$ cat src/rtl/conv_pkg.sv
// Shared convolver definitions: pixel format, kernel geometry and window packing.
// Used by the window buffer, multiplier and adder tree.
package conv_pkg;

    localparam int DATA_WIDTH  = 16;
    localparam int KERN_DIM    = 5;
    localparam int KERNEL_SIZE = KERN_DIM * KERN_DIM;

    typedef logic signed [DATA_WIDTH-1:0] pixel_t;

    // Flat element index of window row r (0 = oldest) and column c (0 = oldest).
    function automatic int win_idx(input int r, input int c);
        return r * KERN_DIM + c;
    endfunction

endpackage

$ cat src/rtl/conv_window_buffer_if.sv
// Pixel stream in, packed convolution window out.
interface conv_window_buffer_if;
    import conv_pkg::*;

    pixel_t                              pixel_in;
    logic                                pixel_valid;
    logic [KERNEL_SIZE*DATA_WIDTH-1:0]   window_out;
    logic                                window_valid;
    logic                                frame_done;

    modport master (
        output pixel_in,
        output pixel_valid,
        input  window_out,
        input  window_valid,
        input  frame_done
    );

    modport slave (
        input  pixel_in,
        input  pixel_valid,
        output window_out,
        output window_valid,
        output frame_done
    );

endinterface

$ cat src/rtl/conv_window_buffer_line_fifo.sv
// Single-row delay line: dout is the pixel shifted in DEPTH accepts ago.
// Storage is deliberately not reset; stale rows are masked by the window logic.
module line_fifo
    import conv_pkg::*;
#(
    parameter int DEPTH = 28
) (
    input  logic   clk,
    input  logic   shift_en,
    input  pixel_t din,
    output pixel_t dout
);

    pixel_t mem_q [DEPTH];
    pixel_t mem_d [DEPTH];

    always_comb begin
        mem_d = mem_q;
        if (shift_en) begin
            mem_d[0] = din;
            for (int i = 1; i < DEPTH; i++) begin
                mem_d[i] = mem_q[i-1];
            end
        end
    end

    always_ff @(posedge clk) begin
        mem_q <= mem_d;
    end

    assign dout = mem_q[DEPTH-1];

endmodule

$ cat src/rtl/conv_window_buffer.sv
// Sliding KERN_DIM x KERN_DIM window generator over a raster pixel stream.
// Emits one window per accepted pixel once the window lies fully inside the image.
module conv_window_buffer
    import conv_pkg::*;
#(
    parameter int IMG_WIDTH  = 28,
    parameter int IMG_HEIGHT = 28
) (
    input  logic                 clk,
    input  logic                 rstn,
    conv_window_buffer_if.slave  bus
);

    localparam int CW = (IMG_WIDTH  > 1) ? $clog2(IMG_WIDTH)  : 1;
    localparam int RW = (IMG_HEIGHT > 1) ? $clog2(IMG_HEIGHT) : 1;

    localparam logic [CW-1:0] COL_FIRST = CW'(KERN_DIM - 1);
    localparam logic [RW-1:0] ROW_FIRST = RW'(KERN_DIM - 1);
    localparam logic [CW-1:0] COL_LAST  = CW'(IMG_WIDTH - 1);
    localparam logic [RW-1:0] ROW_LAST  = RW'(IMG_HEIGHT - 1);

    logic [CW-1:0] col_q, col_d;
    logic [RW-1:0] row_q, row_d;
    logic          window_valid_q, window_valid_d;
    logic          frame_done_q, frame_done_d;
    pixel_t        win_q [KERN_DIM][KERN_DIM];
    pixel_t        win_d [KERN_DIM][KERN_DIM];

    logic          accept;
    pixel_t        fifo_in  [KERN_DIM-1];
    pixel_t        fifo_out [KERN_DIM-1];
    pixel_t        tap      [KERN_DIM];
    logic [KERNEL_SIZE*DATA_WIDTH-1:0] window_flat;

    assign accept = rstn & bus.pixel_valid;

    // fifo i delays by (i+1) rows, so its output is the oldest data in the cascade
    for (genvar i = 0; i < KERN_DIM - 1; i++) begin : g_fifo
        if (i == 0) begin : g_head
            assign fifo_in[i] = bus.pixel_in;
        end else begin : g_chain
            assign fifo_in[i] = fifo_out[i-1];
        end

        line_fifo #(
            .DEPTH (IMG_WIDTH)
        ) u_line_fifo (
            .clk      (clk),
            .shift_en (accept),
            .din      (fifo_in[i]),
            .dout     (fifo_out[i])
        );

        assign tap[i] = fifo_out[KERN_DIM-2-i];
    end
    assign tap[KERN_DIM-1] = bus.pixel_in;

    always_comb begin
        col_d          = col_q;
        row_d          = row_q;
        win_d          = win_q;
        window_valid_d = 1'b0;
        frame_done_d   = 1'b0;
        if (bus.pixel_valid) begin
            window_valid_d = (row_q >= ROW_FIRST) && (col_q >= COL_FIRST);
            frame_done_d   = (row_q == ROW_LAST) && (col_q == COL_LAST);
            if (col_q == COL_LAST) begin
                col_d = '0;
                row_d = (row_q == ROW_LAST) ? '0 : row_q + RW'(1);
            end else begin
                col_d = col_q + CW'(1);
            end
            for (int r = 0; r < KERN_DIM; r++) begin
                for (int c = 0; c < KERN_DIM - 1; c++) begin
                    win_d[r][c] = win_q[r][c+1];
                end
                win_d[r][KERN_DIM-1] = tap[r];
            end
        end
    end

    always_ff @(posedge clk) begin
        if (!rstn) begin
            col_q          <= '0;
            row_q          <= '0;
            window_valid_q <= 1'b0;
            frame_done_q   <= 1'b0;
            for (int r = 0; r < KERN_DIM; r++) begin
                for (int c = 0; c < KERN_DIM; c++) begin
                    win_q[r][c] <= '0;
                end
            end
        end else begin
            col_q          <= col_d;
            row_q          <= row_d;
            window_valid_q <= window_valid_d;
            frame_done_q   <= frame_done_d;
            win_q          <= win_d;
        end
    end

    always_comb begin
        window_flat = '0;
        for (int r = 0; r < KERN_DIM; r++) begin
            for (int c = 0; c < KERN_DIM; c++) begin
                window_flat[win_idx(r, c)*DATA_WIDTH +: DATA_WIDTH] = win_q[r][c];
            end
        end
    end

    assign bus.window_out   = window_flat;
    assign bus.window_valid = window_valid_q;
    assign bus.frame_done   = frame_done_q;

endmodule

$ cat src/flat_wrapper.sv
// flat-port wrapper written by rule: the top's interface ports become plain ports
module conv_window_buffer_flat import conv_pkg::*;
#(
    parameter int IMG_WIDTH  = 28,
    parameter int IMG_HEIGHT = 28
)
  (clk, rstn, bus_pixel_in, bus_pixel_valid, bus_window_out, bus_window_valid, bus_frame_done);
  conv_window_buffer_if bus_i ();
  input  logic clk;
  input  logic rstn;
  input wire logic [$bits(bus_i.pixel_in)-1:0] bus_pixel_in;
  input wire logic [$bits(bus_i.pixel_valid)-1:0] bus_pixel_valid;
  output wire logic [$bits(bus_i.window_out)-1:0] bus_window_out;
  output wire logic [$bits(bus_i.window_valid)-1:0] bus_window_valid;
  output wire logic [$bits(bus_i.frame_done)-1:0] bus_frame_done;
  assign bus_i.pixel_in = bus_pixel_in;
  assign bus_i.pixel_valid = bus_pixel_valid;
  assign bus_window_out = bus_i.window_out;
  assign bus_window_valid = bus_i.window_valid;
  assign bus_frame_done = bus_i.frame_done;
  conv_window_buffer #(.IMG_WIDTH(IMG_WIDTH), .IMG_HEIGHT(IMG_HEIGHT)) u_core (.clk(clk), .rstn(rstn), .bus(bus_i));
endmodule
$ cat config.mk
export PLATFORM = sky130hd
export DESIGN_NAME = conv_window_buffer_flat
export DESIGN_NICKNAME = d
export VERILOG_FILES = /design/src/rtl/conv_pkg.sv /design/src/rtl/conv_window_buffer_if.sv /design/src/rtl/conv_window_buffer_line_fifo.sv /design/src/rtl/conv_window_buffer.sv /design/src/flat_wrapper.sv
export SDC_FILE = /design/constraint.sdc
export NUM_CORES = 2
export LEC_CHECK = 0
export ABC_AREA = 1
export BUFFER_PORTS_ARGS = -buffer_cell sky130_fd_sc_hd__buf_2
export CELL_PAD_IN_SITES_DETAIL_PLACEMENT = 1
export CELL_PAD_IN_SITES_GLOBAL_PLACEMENT = 1
export CORE_MARGIN = 3
export CORE_UTILIZATION = 35
export DETAILED_ROUTE_END_ITERATION = 10
export PLACE_DENSITY = 0.66
export RECOVER_POWER = 50
export SYNTH_ARGS = -nofsm -noshare
export SYNTH_HDL_FRONTEND = slang
export SYNTH_SLANG_ARGS = --single-unit
$ cat constraint.sdc
create_clock -name clk -period 110 [get_ports clk]
set_clock_uncertainty 0.1 [all_clocks]
set_input_delay 22 -clock clk [delete_from_list [all_inputs] [get_ports clk]]
set_output_delay 22 -clock clk [all_outputs]
set_load 0.005 [all_outputs]
==> results.txt <==
----------------------------------------------------
[Critical path]
  Maximum net fanout on the critical path ... approximately 180
  Cell type of the slowest stage on the worst timing path ... clkinvlp_2
  CP endpoint kind ... flop
  Crit path required time ... 110.53 ns
  Critical register-to-register path startpoint ... u_core.col_q[1]$_SDFFE_PN0P_
  Delay of the slowest cell on the worst path ... 6.47 ns
  Reg2reg end ... u_core.row_q[2]$_SDFFE_PN0P_
  Slack of the worst reg-to-reg path ... 108.24 ns
  Worst reg2reg path depth ... 8
  Crit path DAT ... 35.03 ns
  Cell mode on critical path ... nor2_1
  CP Launch Type ... input pin
  Setup Crit Path Kind ... in2reg
  Critical-path cell list ... clkbuf_1 -> clkinvlp_2 -> nor2_1 -> nor2_1

[Pwr]
  Combinational fraction of design power ... around 2.7%
  Peak VDD IR ... 14.02 µV
  Clock Power Share ... a little over two fifths
  Final Power ... roughly 1.7 mW
  Switching portion of total power ... 20.74%
  Internal power consumption ... 1.367 mW
  Static leakage ... 27.38 nW
  Net Switching ... between 0.3 and 0.4 mW
  Cell area power density ... around 22 nW/µm²
  Sequential group share of total power ... 55.4%

[Finish]
  Number of filler instances in the final layout ... 18,877
  Sequential standard cell area ... between 60,000 and 70,000 µm²
  Non-Filler Instances ... 6,860
  Final core utilization ... slightly above 40%
  Most frequent cells in the layout ... edfxtp_1 (1,792), nor2_1 (810), dfxtp_1 (412)
  Most common cell after layout, fill and taps aside ... edfxtp_1
  Area used by multi-input combinational logic ... 5323 µm²
  Layout cells sized above 1 ... 12.07%
  Cell area after layout ... between 70,000 and 80,000 µm²
  Area Growth Syn to Fin ... 16.73%
  Post-layout nets ... 4,167

[Clocking]
  CTS tree ... done
  TritonCTS sink count ... 2,204
  Post-CTS setup repair buffer count ... 0
  Number of clock buffers inserted by TritonCTS ... 214
  Clk root buf ... clkbuf_16
  Hold-fix buffer count after cts ... 0
  Worst-path clk slew ... 0.06 ns
  Latest clock arrival within the worst-skew pair ... 0.81 ns
  H-tree Lvls ... 4
  # resized after CTS ... 0
  Maximum number of buffers from clock root to sink ... 3

[Timing]
  Final Hold Slack ... 0.2778 ns
  Post-route clock period utilization ... 31.36%
  Pins over their slew limit ... roughly 440
  Final Hold Viols ... 0
  Final critical-path required period ... 34.50 ns
  Worst Tran Pin Value ... 5.613 ns
  Max_slew headroom ... -276.3%
  Setup TNS ... 0 ns
  Final setup vio count ... 0
  Final worst-path setup slack ... 75.50 ns
  Unrepaired setup endpoints after global routing ... false
  Top achievable clock speed ... 28.99 MHz

[Placed design]
  Number of instances in the placed design ... roughly 6,500
  Half-perimeter wire length after detailed placement ... between 70,000 and 80,000 µm
  Count of buffers inserted at the top-level ports ... 420
  Post-Place Setup Slack ... 81.54 ns
  Global placer's final weighted congestion ... 0.7541
  Post-place instance area ... 72,960 µm²

[Outcome]
  Status ... finished, violations left
  Violations in the final reports ... capacitance limit, slew limit

[Run]
  Number of maximum-capacitance violations ... 4

[Routing]
  Routed via count ... slightly above 30,000
  Detail-routed net length per standard cell ... 18.15 µm
  Sum of routed wire length over all layers ... 124,500 µm
  Drt drc ... 0
  First-pass iteration count of the detailed router ... 5
  Average vias per placed instance ... 4.467
  First-iteration detailed-routing DRC count ... 2,588
  Post-detailed-route count of antenna-violating nets ... 0

[Logic synthesis]
  Cell variety after synth ... 20
  Average cell area after synthesis ... approximately 19 µm²
  Cell count after synthesis ... 3,617
  Area of the mapped netlist ... 68,300 µm²
  Warnings from Yosys ... 0
  Post-synthesis register bit count ... 2,204
  Number of nets produced by synthesis ... 3,640
  Share of the yosys chip area belonging to registers ... 90.87%

[GRT]
  Largest net degree at the start of global routing ... 202
  Initial antenna violation count ... 3
  All-Layer GR Usage ... 12.03%
  Via count of the first global-routing pass ... 31,059
  Overall overflow remaining after global route ... 0
  First-pass GRT wire length ... approximately 190,000 µm

[Min path]
  Hold Crit Start ... u_core.g_fifo[2].u_line_fifo.mem_q[357]$_DFFE_PP_
  Worst hold-check path type ... reg2reg
  Worst hold stages ... 0
  Endpoint of the worst hold path ... u_core.g_fifo[2].u_line_fifo.mem_q[341]$_DFFE_PP_

[Die]
  Die Footprint ... 200,500 µm²
  Site Rows ... 161
  Horiz. Die Dim ... 447.7 µm
  Number of top-level pins ... about 420
  Core area ... 193,200 µm²
  Die Height ... 447.7 µm
  Starting utilization of the core area ... 35.35%

----------------------------------------------------
==> how the worst max path moves through the flow <==
stage | from | to | slack (ns) | cells past startpoint
floorplan | rstn | u_core.g_fifo[0].u_line_fifo.dout[0]$_DFFE_PP_ | 50.84 | 4
global placement | bus_pixel_valid | u_core.g_fifo[2].u_line_fifo.dout[3]$_DFFE_PP_ | 81.80 | 7
detailed placement | bus_pixel_valid | u_core.g_fifo[2].u_line_fifo.mem_q[19]$_DFFE_PP_ | 81.54 | 7
CTS | bus_pixel_valid | u_core.g_fifo[2].u_line_fifo.mem_q[19]$_DFFE_PP_ | 82.54 | 7
global route | bus_pixel_valid | u_core.bus.window_out[190]$_SDFFE_PN0P_ | 73.48 | 5
finish | bus_pixel_valid | u_core.bus.window_out[197]$_SDFFE_PN0P_ | 75.50 | 4
==> layer usage <==
metal	GRT usage, %	up-vias	routed length, µm
met3	3.870	233	8115
met4	5.334	0	4981
met2	18.77	631	57980
li1	-	14276	-
met1	15.39	15506	53430
met5	0	-	0
==> power groups by stage <==
stage	combinational [mW]	clock, mW	sequential, mW
2_1_floorplan	0.0265	0	1.02
3_3_place_gp	0.0471	0	0.970
3_5_place_dp	0.0486	0	0.972
4_1_cts	0.0487	0.749	0.955
5_1_grt	0.0534	0.785	0.958
6_report	0.0469	0.723	0.955
==> synthesized netlist by cell type <==
library cell / number / area [µm²]
buf_6: 40 / 450.4
inv_6: 1 / 8.760
nand3_1: 9 / 45.04
nor4_1: 1 / 6.260
dfxtp_1: 412 / 8248
edfxtp_1: 1792 / 53810
nor3_1: 6 / 30.03
nand2_1: 26 / 97.59
buf_2: 11 / 55.05
ha_1: 4 / 50.05
a21oi_1: 3 / 15.01
buf_8: 2 / 30.03
clkbuf_1: 80 / 300.3
xor2_1: 2 / 17.52
nor2_1: 810 / 3040
inv_1: 13 / 48.80
xnor2_1: 1 / 8.760
buf_4: 2 / 15.01
nand3_2: 1 / 10.01
o21ai_0: 401 / 2007
==> registers in the layout, indices dropped and copies added (netlist names) <==
| signal | flops |
|---|---|
| u_core.bus.frame_done | 1 |
| u_core.bus.window_out | 400 |
| u_core.bus.window_valid | 1 |
| u_core.col_q | 5 |
| u_core.g_fifo.u_line_fifo.dout | 64 |
| u_core.g_fifo.u_line_fifo.mem_q | 1728 |
| u_core.row_q | 5 |
==> worst max-delay path, delay by kind of cell <==
family,cells,cell delay [ns]
buffers and inverters,2,9.81
AND/OR/NAND/NOR,2,3.15
==> area by class of cell <==
cell class | instances | share of cell area (%)
antenna | 1 | 0.003139
clock buffer | 282 | 7.226
clock inverter | 123 | 1.665
inverter | 14 | 0.07690
multi-input combinational | 1264 | 6.676
sequential | 2204 | 77.84
tap | 2526 | 3.964
timing repair buffer | 446 | 2.546
==> logic make-up after synthesis <==
family                   Yosys count  share of synthesized area [%]
flip-flops                      2204                          90.87
AND/OR/NAND/NOR                  853                          4.728
AO/OA/AOI/OAI                    404                          2.961
buffers and inverters            149                          1.330
adder cells (fa/ha/maj)            4                        0.07328
XOR/XNOR                           3                        0.03848
Note: power is estimated with default switching activity, not from simulation.
